**config.mk**
```make
export PLATFORM = sky130hd
export DESIGN_NAME = microsequencer_flat
export DESIGN_NICKNAME = d
export VERILOG_FILES = /design/src/rtl/microsequencer_if.sv /design/src/rtl/microsequencer.sv /design/src/flat_wrapper.sv
export SDC_FILE = /design/constraint.sdc
export NUM_CORES = 1
export LEC_CHECK = 0
export ABC_AREA = 0
export BUFFER_PORTS_ARGS = -buffer_cell sky130_fd_sc_hd__buf_2
export CORE_MARGIN = 5
export CORE_UTILIZATION = 35
export DETAILED_ROUTE_END_ITERATION = 10
export PLACE_DENSITY = 0.77
export SLEW_MARGIN = 20
export SYNTH_ARGS = -nofsm -noshare
export SYNTH_HDL_FRONTEND = slang
export SYNTH_SLANG_ARGS = --single-unit
export TNS_END_PERCENT = 10
```
**constraint.sdc**
```tcl
create_clock -name clk -period 1.28 [get_ports clk]
set_input_delay 0.064 -clock clk [delete_from_list [all_inputs] [get_ports clk]]
set_output_delay 0.064 -clock clk [all_outputs]
set_load 0.02 [all_outputs]
```
**src/rtl/microsequencer_if.sv**
```systemverilog
// microsequencer_if: bundle between the microsequencer, its microcode ROM and
// the datapath. The sequencer side uses the master modport.
//
// Handshake: a microword with wait=1 starts a memory access and completes on
// the first rising edge where mem_ready=1. In every cycle where wait=1 and
// mem_ready=0, stall is high, the sequencer holds all of its state, and the
// datapath must ignore ctrl (it qualifies its writes with ~stall).
`timescale 1ns/1ps
interface microsequencer_if #(
  parameter int OPCODE_W   = 8,
  parameter int UADDR_W    = 6,
  parameter int CTRL_W     = 20,
  parameter int FLAG_SEL_W = 2
);
  localparam int FLAG_W  = 2 ** FLAG_SEL_W;
  localparam int UWORD_W = CTRL_W + UADDR_W + FLAG_SEL_W + 5;

  logic [OPCODE_W-1:0] opcode;
  logic [FLAG_W-1:0]   flags;
  logic                mem_ready;
  logic [UWORD_W-1:0]  uword;
  logic [UADDR_W-1:0]  uaddr;
  logic [CTRL_W-1:0]   ctrl;
  logic                stall;
  logic                instr_done;
  logic                uerr;

  modport master (
    input  opcode, flags, mem_ready, uword,
    output uaddr, ctrl, stall, instr_done, uerr
  );

  modport slave (
    output opcode, flags, mem_ready, uword,
    input  uaddr, ctrl, stall, instr_done, uerr
  );
endinterface

```
**src/rtl/microsequencer.sv**
```systemverilog
// microsequencer: micro-PC sequencer for the microcoded accumulator CPU.
// Drives a combinational microcode ROM address and forwards the ROM control
// field. Supports NEXT/JUMP/DISPATCH/CBRANCH/CALL/RET/END and memory stalls.
// Optional feature macro: MICROSEQ_STACK_EN enables the microsubroutine
// return stack (CALL/RET and the sticky uerr flag). Without it CALL acts as
// JUMP, RET returns to word 0 without instr_done, and uerr is 0.
// The uPC itself is the sequencer state and is always visible on uaddr.
`timescale 1ns/1ps
module microsequencer #(
  parameter int OPCODE_W    = 8,
  parameter int UADDR_W     = 6,
  parameter int CTRL_W      = 20,
  parameter int FLAG_SEL_W  = 2,
  parameter int STACK_DEPTH = 2
) (
  input logic              clk,
  input logic              res,
  microsequencer_if.master bus
);
  localparam int TGT_LSB  = CTRL_W;
  localparam int SEL_LSB  = TGT_LSB + UADDR_W;
  localparam int POL_BIT  = SEL_LSB + FLAG_SEL_W;
  localparam int WAIT_BIT = POL_BIT + 1;
  localparam int SEQ_LSB  = WAIT_BIT + 1;

  localparam logic [2:0] SEQ_NEXT     = 3'd0;
  localparam logic [2:0] SEQ_JUMP     = 3'd1;
  localparam logic [2:0] SEQ_DISPATCH = 3'd2;
  localparam logic [2:0] SEQ_CBRANCH  = 3'd3;
  localparam logic [2:0] SEQ_CALL     = 3'd4;
  localparam logic [2:0] SEQ_RET      = 3'd5;
  localparam logic [2:0] SEQ_END      = 3'd6;

  if (STACK_DEPTH < 1) begin : g_depth_check
    $error("microsequencer: STACK_DEPTH must be at least 1");
  end

  logic [CTRL_W-1:0]     f_ctrl;
  logic [UADDR_W-1:0]    f_target;
  logic [FLAG_SEL_W-1:0] f_cond_sel;
  logic                  f_cond_pol;
  logic                  f_wait;
  logic [2:0]            f_seq;

  assign f_ctrl     = bus.uword[CTRL_W-1:0];
  assign f_target   = bus.uword[TGT_LSB +: UADDR_W];
  assign f_cond_sel = bus.uword[SEL_LSB +: FLAG_SEL_W];
  assign f_cond_pol = bus.uword[POL_BIT];
  assign f_wait     = bus.uword[WAIT_BIT];
  assign f_seq      = bus.uword[SEQ_LSB +: 3];

  logic [UADDR_W-1:0] upc;
  logic [UADDR_W-1:0] upc_inc;
  logic [UADDR_W-1:0] upc_disp;
  logic [UADDR_W-1:0] upc_nxt;
  logic               stall_int;
  logic               cond_hit;
  logic               is_end;

  // All uPC arithmetic wraps modulo the microprogram depth.
  assign upc_inc   = upc + UADDR_W'(1);
  assign upc_disp  = f_target + UADDR_W'(bus.opcode);
  assign cond_hit  = (bus.flags[f_cond_sel] == f_cond_pol);
  assign stall_int = f_wait & ~bus.mem_ready;

`ifdef MICROSEQ_STACK_EN
  localparam int SP_W  = $clog2(STACK_DEPTH + 1);
  localparam int IDX_W = (STACK_DEPTH > 1) ? $clog2(STACK_DEPTH) : 1;

  logic [SP_W-1:0]    sp;
  logic [UADDR_W-1:0] stack_mem [STACK_DEPTH];
  logic [IDX_W-1:0]   push_idx;
  logic [IDX_W-1:0]   top_idx;
  logic               stack_full;
  logic               stack_empty;
  logic               do_push;
  logic               do_pop;
  logic               err_set;
  logic               uerr_q;

  assign stack_full  = (sp == SP_W'(STACK_DEPTH));
  assign stack_empty = (sp == '0);
  assign push_idx    = IDX_W'(sp);
  assign top_idx     = IDX_W'(sp - SP_W'(1));
`endif

  // Next-uPC selection and stack/error side effects for the current microword.
  always_comb begin
    upc_nxt = upc_inc;
    is_end  = 1'b0;
`ifdef MICROSEQ_STACK_EN
    do_push = 1'b0;
    do_pop  = 1'b0;
    err_set = 1'b0;
`endif
    case (f_seq)
      SEQ_JUMP:     upc_nxt = f_target;
      SEQ_DISPATCH: upc_nxt = upc_disp;
      SEQ_CBRANCH:  if (cond_hit) upc_nxt = f_target;
      SEQ_CALL: begin
        // Overflow drops the return address but still takes the jump.
        upc_nxt = f_target;
`ifdef MICROSEQ_STACK_EN
        if (stack_full) err_set = 1'b1;
        else            do_push = 1'b1;
`endif
      end
      SEQ_RET: begin
`ifdef MICROSEQ_STACK_EN
        if (stack_empty) begin
          upc_nxt = '0;
          err_set = 1'b1;
        end else begin
          upc_nxt = stack_mem[top_idx];
          do_pop  = 1'b1;
        end
`else
        upc_nxt = '0;
`endif
      end
      SEQ_END: begin
        upc_nxt = '0;
        is_end  = 1'b1;
      end
      default: upc_nxt = upc_inc;
    endcase
  end

  // uPC register: advances once per unstalled cycle.
  always_ff @(posedge clk or negedge res) begin
    if (!res)            upc <= '0;
    else if (!stall_int) upc <= upc_nxt;
  end

`ifdef MICROSEQ_STACK_EN
  // Return stack, stack pointer and sticky error; all frozen while stalled.
  always_ff @(posedge clk or negedge res) begin
    if (!res) begin
      sp     <= '0;
      uerr_q <= 1'b0;
      for (int i = 0; i < STACK_DEPTH; i++) stack_mem[i] <= '0;
    end else if (!stall_int) begin
      if (do_push) begin
        stack_mem[push_idx] <= upc_inc;
        sp                  <= sp + SP_W'(1);
      end
      if (do_pop)  sp     <= sp - SP_W'(1);
      if (err_set) uerr_q <= 1'b1;
    end
  end

  assign bus.uerr = uerr_q;
`else
  assign bus.uerr = 1'b0;
`endif

  assign bus.uaddr      = upc;
  assign bus.ctrl       = res ? f_ctrl : '0;
  assign bus.stall      = stall_int;
  assign bus.instr_done = res & ~stall_int & is_end;
endmodule

```
**src/flat_wrapper.sv**
```systemverilog
// flat-port wrapper written by rule: the top's interface ports become plain ports
module microsequencer_flat 
#(
  parameter int OPCODE_W    = 8,
  parameter int UADDR_W     = 6,
  parameter int CTRL_W      = 20,
  parameter int FLAG_SEL_W  = 2,
  parameter int STACK_DEPTH = 2
)
  (clk, res, bus_opcode, bus_flags, bus_mem_ready, bus_uword, bus_uaddr, bus_ctrl, bus_stall, bus_instr_done, bus_uerr);
  microsequencer_if #(.OPCODE_W(OPCODE_W), .UADDR_W(UADDR_W), .CTRL_W(CTRL_W), .FLAG_SEL_W(FLAG_SEL_W)) bus_i ();
  input logic clk;
  input logic res;
  input wire logic [$bits(bus_i.opcode)-1:0] bus_opcode;
  input wire logic [$bits(bus_i.flags)-1:0] bus_flags;
  input wire logic [$bits(bus_i.mem_ready)-1:0] bus_mem_ready;
  input wire logic [$bits(bus_i.uword)-1:0] bus_uword;
  output wire logic [$bits(bus_i.uaddr)-1:0] bus_uaddr;
  output wire logic [$bits(bus_i.ctrl)-1:0] bus_ctrl;
  output wire logic [$bits(bus_i.stall)-1:0] bus_stall;
  output wire logic [$bits(bus_i.instr_done)-1:0] bus_instr_done;
  output wire logic [$bits(bus_i.uerr)-1:0] bus_uerr;
  assign bus_i.opcode = bus_opcode;
  assign bus_i.flags = bus_flags;
  assign bus_i.mem_ready = bus_mem_ready;
  assign bus_i.uword = bus_uword;
  assign bus_uaddr = bus_i.uaddr;
  assign bus_ctrl = bus_i.ctrl;
  assign bus_stall = bus_i.stall;
  assign bus_instr_done = bus_i.instr_done;
  assign bus_uerr = bus_i.uerr;
  microsequencer #(.OPCODE_W(OPCODE_W), .UADDR_W(UADDR_W), .CTRL_W(CTRL_W), .FLAG_SEL_W(FLAG_SEL_W), .STACK_DEPTH(STACK_DEPTH)) u_core (.clk(clk), .res(res), .bus(bus_i));
endmodule
```
==> results of run 1 <==
cells by family after synthesis:
logic type | Yosys count
and+or+nand+nor | 49
AOI/OAI and AO/OA | 28
buffers and inverters | 11
adders and majority gates | 7
DFF | 6
xor gates and xnor gates | 5
muxes | 5
other | 1
layer usage:
layer | up-vias | part of all wire (%)
li1 | 604 | -
met1 | 564 | 33
met2 | 78 | 53
met3 | 10 | 12
met4 | 0 | 2.1
met5 | - | 0
worst register-to-register path: stages (launching register included):
cell and delay [ns]:
dfrtp_2 0.40, ha_2 0.19, buf_4 0.13, nand3_1 0.11, nor2_1 0.06, a222oi_1 0.22
o22ai_1 0.13
power by group:
group          switching (mW)  leakage [nW]  total [mW]  internal, mW
Sequential             0.0324        0.0737       0.259         0.226
Clock                  0.0785        0.0150       0.197         0.119
Combinational           0.347         0.741       0.683         0.336
Total                   0.458         0.830        1.14         0.681
synthesized netlist by cell type, drive strengths merged, types with 2 or more instances:
cell type and n:
o22ai 3, xor2 2, nor3b 2, a222oi 2
xnor2 2, and2 20, a21o 2, mux2i 3
a211oi 2, nand2b 3, clkbuf 3, o211ai 4
or3 2, dfrtp 6, nand2 6, o21ai 2
ha 6, a21oi 6, nor2 7, inv 6
buf 2, nand3 2
worst min-delay path by stage:
stage	slack, ns	start	end
3_3_place_gp	-0.10	res	u_core.bus.uaddr[4]
4_1_cts	0.12	bus_uword[25]	u_core.bus.uaddr[5]
3_5_place_dp	-0.1	res	u_core.bus.uaddr[3]
6_report	0.15	bus_uword[25]	u_core.bus.uaddr[5]
5_1_grt	0.18	bus_uword[25]	u_core.bus.uaddr[5]
2_1_floorplan	-0.23	res	u_core.bus.uaddr[0]
metrics by stage:
step | instance area (um^2) | std cells
after floorplan | 952.2 | 112
after global placement | 1490 | 232
after detailed placement | 1490 | 232
after CTS | 1564 | 238
after global routing | 1602 | 240
final | 1602 | 240
what timing repair did:
| action | CTS | global route |
|---|---|---|
| resized for setup | 6 | 6 |
| buffers inserted | 0 | 2 |
| hold buffers | 2 | 0 |
| endpoints found under the hold margin | 6 | 0 |
| pin swaps | 5 | 2 |
| endpoints found under the setup margin | 6 | 6 |
layout make-up:
type / count / area [um^2] / area share [%]
sequential: 6 / 151.4 / 9.453
tap: 30 / 37.54 / 2.344
clock buffer: 4 / 26.28 / 1.641
inverter: 6 / 22.52 / 1.406
timing repair buffer: 99 / 574.3 / 35.86
multi-input combinational: 95 / 789.5 / 49.30
==> flow_metrics.env, run 1 <==
export IMPL_die_x_um=61.71
export IMPL_synth_distinct_cells=44
export IMPL_period_needed_ns=1.404
export IMPL_viasPerCell=5.233
export IMPL_clk_path_buf_depth=2
export IMPL_synth_edff_count=0
export IMPL_crit_chain="buf_4 > mux4_2 > xor2_2 > o22ai_2 > a222oi_1 > o22ai_1"
export IMPL_r2r_start="u_core.bus.uaddr[0]"
export IMPL_wirelength_mm=3.424
export IMPL_crit_family="compound AO/OA/AOI/OAI gates"
export IMPL_synth_ff_type="dfrtp_1"
export IMPL_power_leakage_nw=0.8300
export IMPL_yosys_area_top_type="dfrtp_1"
export IMPL_synthSimpleGateAreaFrac_pct=30.08
export IMPL_route_vias_total=1256
export IMPL_first_pass_iters=5
export IMPL_violations="setup timing"
export IMPL_fill_cells=220
export IMPL_fin_util_pct=63.49
export IMPL_fin_hold_ws_ns=0.1518
export IMPL_synth_area_leaders="dfrtp_1 (16%), and2_1 (13%), ha_1 (8.0%)"
export IMPL_synthCells=112
export IMPL_critPathSlowestCell="mux4_2"
export IMPL_grt_pass1_wl_mm=5.071
export IMPL_die_area_um2=3808
export IMPL_rr_endpoint="u_core.bus.uaddr[4]"
export IMPL_critPathArrivalTime_ns=1.52
export IMPL_synth_seq_area_share_pct=16.04
export IMPL_ant_nets=0
export IMPL_grt_use_met3_pct=2.273
export IMPL_core_area_um2=2522
export IMPL_clk_latency_ns=0.25
export IMPL_wire_per_inst_um=14.27
export IMPL_cp_depth=6
export IMPL_gp_congestion=0.8466
export IMPL_setup_viol=6
export IMPL_grtUsageMet2_pct=35.58
export IMPL_timing_final_ws_setup_ns=-0.1239
export IMPL_syn_nets=167
export IMPL_syn_mean_instance_area_um2=8.356
export IMPL_start_util_pct=37.10
export IMPL_grt_max_degree=22
export IMPL_htree_num_levels=1
export IMPL_cp_start_kind="input pin"
export IMPL_hold_depth=3
export IMPL_critPathKind="input pin to register"
export IMPL_slew_viol_final=0
export IMPL_hold_viol_final=0
export IMPL_hold_class="input pin to register"
export IMPL_cp_endpoint="u_core.bus.uaddr[4]"
export IMPL_top_usage_layer="met2"
export IMPL_power_density_nw_per_um2=711.2
export IMPL_synth_xor_area_share_pct=6.283
export IMPL_drive_gt1_share_pct=56.19
export IMPL_hpwl_mm=2.804
export IMPL_numCtsBuffers=3
export IMPL_rsz0062_at_grt="true"
export IMPL_drc_errors=0
export IMPL_syn_area_um2=935.9
export IMPL_grtUsageTotal_pct=17.60
export IMPL_fin_skew_ns=0.005983
export IMPL_period_share_pct=109.7
export IMPL_ctsRootBufferMaster="clkbuf_4"
export IMPL_drtIter0Drc=33
export IMPL_netlist_area_leader_share_pct=16.04
export IMPL_grt_ovfl_total=0
export IMPL_critPathMaxFanout=5
export IMPL_status="complete, but fails checks"
export IMPL_end_kind="register"
export IMPL_startpoint="bus_uword[26]"
export IMPL_r2r_setup_slack_ns=-0.10
export IMPL_final_cell_mix="buf_2 (71), buf_4 (25), and2_1 (20)"
export IMPL_largest_reg_flops=6
export IMPL_cp_slowest_stage_delay_ns=0.52
export IMPL_worst_path_buf_inv=1
export IMPL_ys_warn_count=0
export IMPL_drv_cap=0
export IMPL_p_total_mw=1.139
export IMPL_diodes=0
export IMPL_max_freq_ghz=0.7123
export IMPL_synth_top_family_by_area="simple AND/OR/NAND/NOR gates"
export IMPL_num_rows=18
export IMPL_ir_drop_mv=0.4356
export IMPL_synthMuxAreaShare_pct=7.620
export IMPL_io_buffers=73
export IMPL_place_ws_ns=-0.3954
export IMPL_synth_async_reset_ratio_pct=100.0
export IMPL_grt_pass1_vias=1220
export IMPL_synth_seq_cells=6
export IMPL_cts_sinks=6
export IMPL_tns_ns=-0.4673
export IMPL_ios=77
export IMPL_clk_pin_slew_ns=0.05
export IMPL_antenna_found_initial=0
export IMPL_use_met1_pct=17.78
export IMPL_required_ns=1.39
export IMPL_nets=266
export IMPL_final_common_cell="buf_2"
export IMPL_synth_fa_ha_area_share_pct=10.16
export IMPL_r2r_cells=6
export IMPL_area_growth_pct=71.12
export IMPL_synth_compound_area_share_pct=23.80
export IMPL_dieHeight_um=61.71
export IMPL_cts_tree="yes"
(Power assumes the default switching activity.)
==> run 2: changes to the inputs <==
- PLACE_DENSITY: 0.77 -> 0.84
==> flow_metrics.env, run 2 (synthesis gave the netlist of run 1 again) <==
export IMPL_largest_reg_flops=6
export IMPL_power_leakage_nw=0.8874
export IMPL_area_growth_pct=88.37
export IMPL_grt_max_degree=22
export IMPL_r2r_cells=6
export IMPL_num_rows=18
export IMPL_hold_end="u_core.bus.uaddr[5]"
export IMPL_hpwl_mm=2.696
export IMPL_ant_nets=0
export IMPL_rr_endpoint="u_core.bus.uaddr[4]"
export IMPL_cp_slowest_stage_delay_ns=0.54
export IMPL_route_vias_total=1308
export IMPL_violations="setup timing"
export IMPL_io_buffers=73
export IMPL_dieHeight_um=61.71
export IMPL_critPathMaxFanout=4
export IMPL_hp_start="bus_uword[25]"
export IMPL_grt_pass1_vias=1257
export IMPL_drt_met1_wl_mm=1.266
export IMPL_nets=272
export IMPL_grtUsageTotal_pct=19.47
export IMPL_drtIter0Drc=31
export IMPL_drc_errors=0
export IMPL_hold_depth=3
export IMPL_clk_pin_slew_ns=0.05
export IMPL_max_freq_ghz=0.7384
export IMPL_grt_ovfl_total=0
export IMPL_placed_cell_area_um2=1520
export IMPL_antenna_found_initial=0
export IMPL_clk_latency_ns=0.26
export IMPL_gp_congestion=0.8875
export IMPL_slew_viol_final=0
export IMPL_ctsRootBufferMaster="clkbuf_4"
export IMPL_required_ns=1.45
export IMPL_period_share_pct=105.8
export IMPL_r2r_start="u_core.bus.uaddr[0]"
export IMPL_hold_viol_final=0
export IMPL_end_kind="register"
export IMPL_fin_util_pct=69.89
export IMPL_ir_drop_mv=0.4443
export IMPL_critPathSlowestCell="mux4_2"
export IMPL_critPathArrivalTime_ns=1.52
export IMPL_diodes=0
export IMPL_top_layer="met4"
export IMPL_critPathKind="input pin to register"
export IMPL_ios=77
export IMPL_final_cell_area_um2=1763
export IMPL_die_x_um=61.71
export IMPL_die_area_um2=3808
export IMPL_power_density_nw_per_um2=718.0
export IMPL_wirelength_mm=3.785
export IMPL_timing_final_ws_setup_ns=-0.07435
export IMPL_core_area_um2=2522
export IMPL_grt_pass1_wl_mm=5.368
export IMPL_wl_met2_mm=1.885
export IMPL_clk_path_buf_depth=2
export IMPL_setup_viol=4
export IMPL_status="complete, but fails checks"
export IMPL_r2r_setup_slack_ns=-0.07
export IMPL_wl_met3_um=537
export IMPL_wire_per_inst_um=15.39
export IMPL_numCtsBuffers=3
export IMPL_drv_cap=0
export IMPL_first_pass_iters=6
export IMPL_period_needed_ns=1.354
export IMPL_viasPerCell=5.317
export IMPL_cts_tree="yes"
export IMPL_hold_class="input pin to register"
export IMPL_fin_skew_ns=0.008450
export IMPL_start_util_pct=37.10
export IMPL_rsz0062_at_grt="true"
export IMPL_final_common_cell="buf_2"
export IMPL_htree_num_levels=1
export IMPL_cts_sinks=6
export IMPL_final_cell_mix="buf_2 (66), buf_4 (28), and2_1 (20)"
export IMPL_cp_start_kind="input pin"
export IMPL_drive_gt1_share_pct=60.65
export IMPL_crit_chain="buf_6 > mux4_2 > xor2_4 > o22ai_4 > buf_4 > a22oi_2 > o211ai_1"
-- run 2: cell count changes in the layout (fill, tap and decap cells not counted), moves of 2 or more --
cell,previous run,this run
buf_4,25,28
buf_2,71,66
nand3_1,2,0
nand3_2,0,2
buf_6,1,8
-- run 2: worst max-delay path by stage --
stage	end	slack (ns)	from
floorplan	u_core.bus.uaddr[4]	-0.18	bus_uword[20]
global placement	u_core.bus.uaddr[4]	-0.34	bus_uword[26]
detailed placement	u_core.bus.uaddr[4]	-0.41	bus_uword[26]
CTS	u_core.bus.uaddr[4]	-0.09	bus_uword[20]
global route	u_core.bus.uaddr[0]	-0.15	bus_uword[26]
finish	u_core.bus.uaddr[3]	-0.07	bus_uword[26]
-- run 2: stage by stage --
stage	setup WS, ns	hold slack, ns	power, mW	TNS, ns	std cells
after CTS	-0.08534	0.1060	1.191	-0.2563	246
after detailed placement	-0.4060	-0.1307	0.9186	-2.030	236
final	-0.07435	0.1022	1.266	-0.2616	246
after global routing	-0.1478	0.1049	1.333	-0.6892	246
after floorplan	-0.1816	-0.2316	0.6158	-0.6868	112
after global placement	-0.3446	-0.1309	0.9060	-1.819	236
-- run 2: worst max-delay path, delay by kind of cell --
kind,cells,cell delay [ns]
buffers and inverters,2,0.24
xor gates and xnor gates,1,0.19
muxes,1,0.54
AOI/OAI and AO/OA,3,0.48
-- run 2: metal layers --
metal,vias to the layer above,track usage (%)
met5,-,0
met4,0,10.91
met3,11,3.926
met2,90,36.02
met1,594,20.28
li1,613,-
-- run 2: power breakdown --
part	internal [mW]	switching, mW	total [mW]	leakage (nW)
Clock	0.119	0.0903	0.210	0.0150
Sequential	0.226	0.0397	0.266	0.0737
Combinational	0.400	0.390	0.790	0.799
-- run 2: timing repair --
item                                   in CTS  in global routing
pin swaps                                  14                 13
hold buffers                                2                  0
setup endpoints to repair                   6                  6
endpoints found under the hold margin       6                  0
gates resized for setup                    12                 20
setup buffers                               4                  0
-- run 2: final cells by class --
cell class	count	area (um^2)
Inverter	6	22.52
Timing Repair Buffer	105	665.6
Clock buffer	4	26.28
Fill cell	215	759.5
Multi-Input combinational cell	95	859.6
Tap cell	30	37.54
Sequential cell	6	151.4
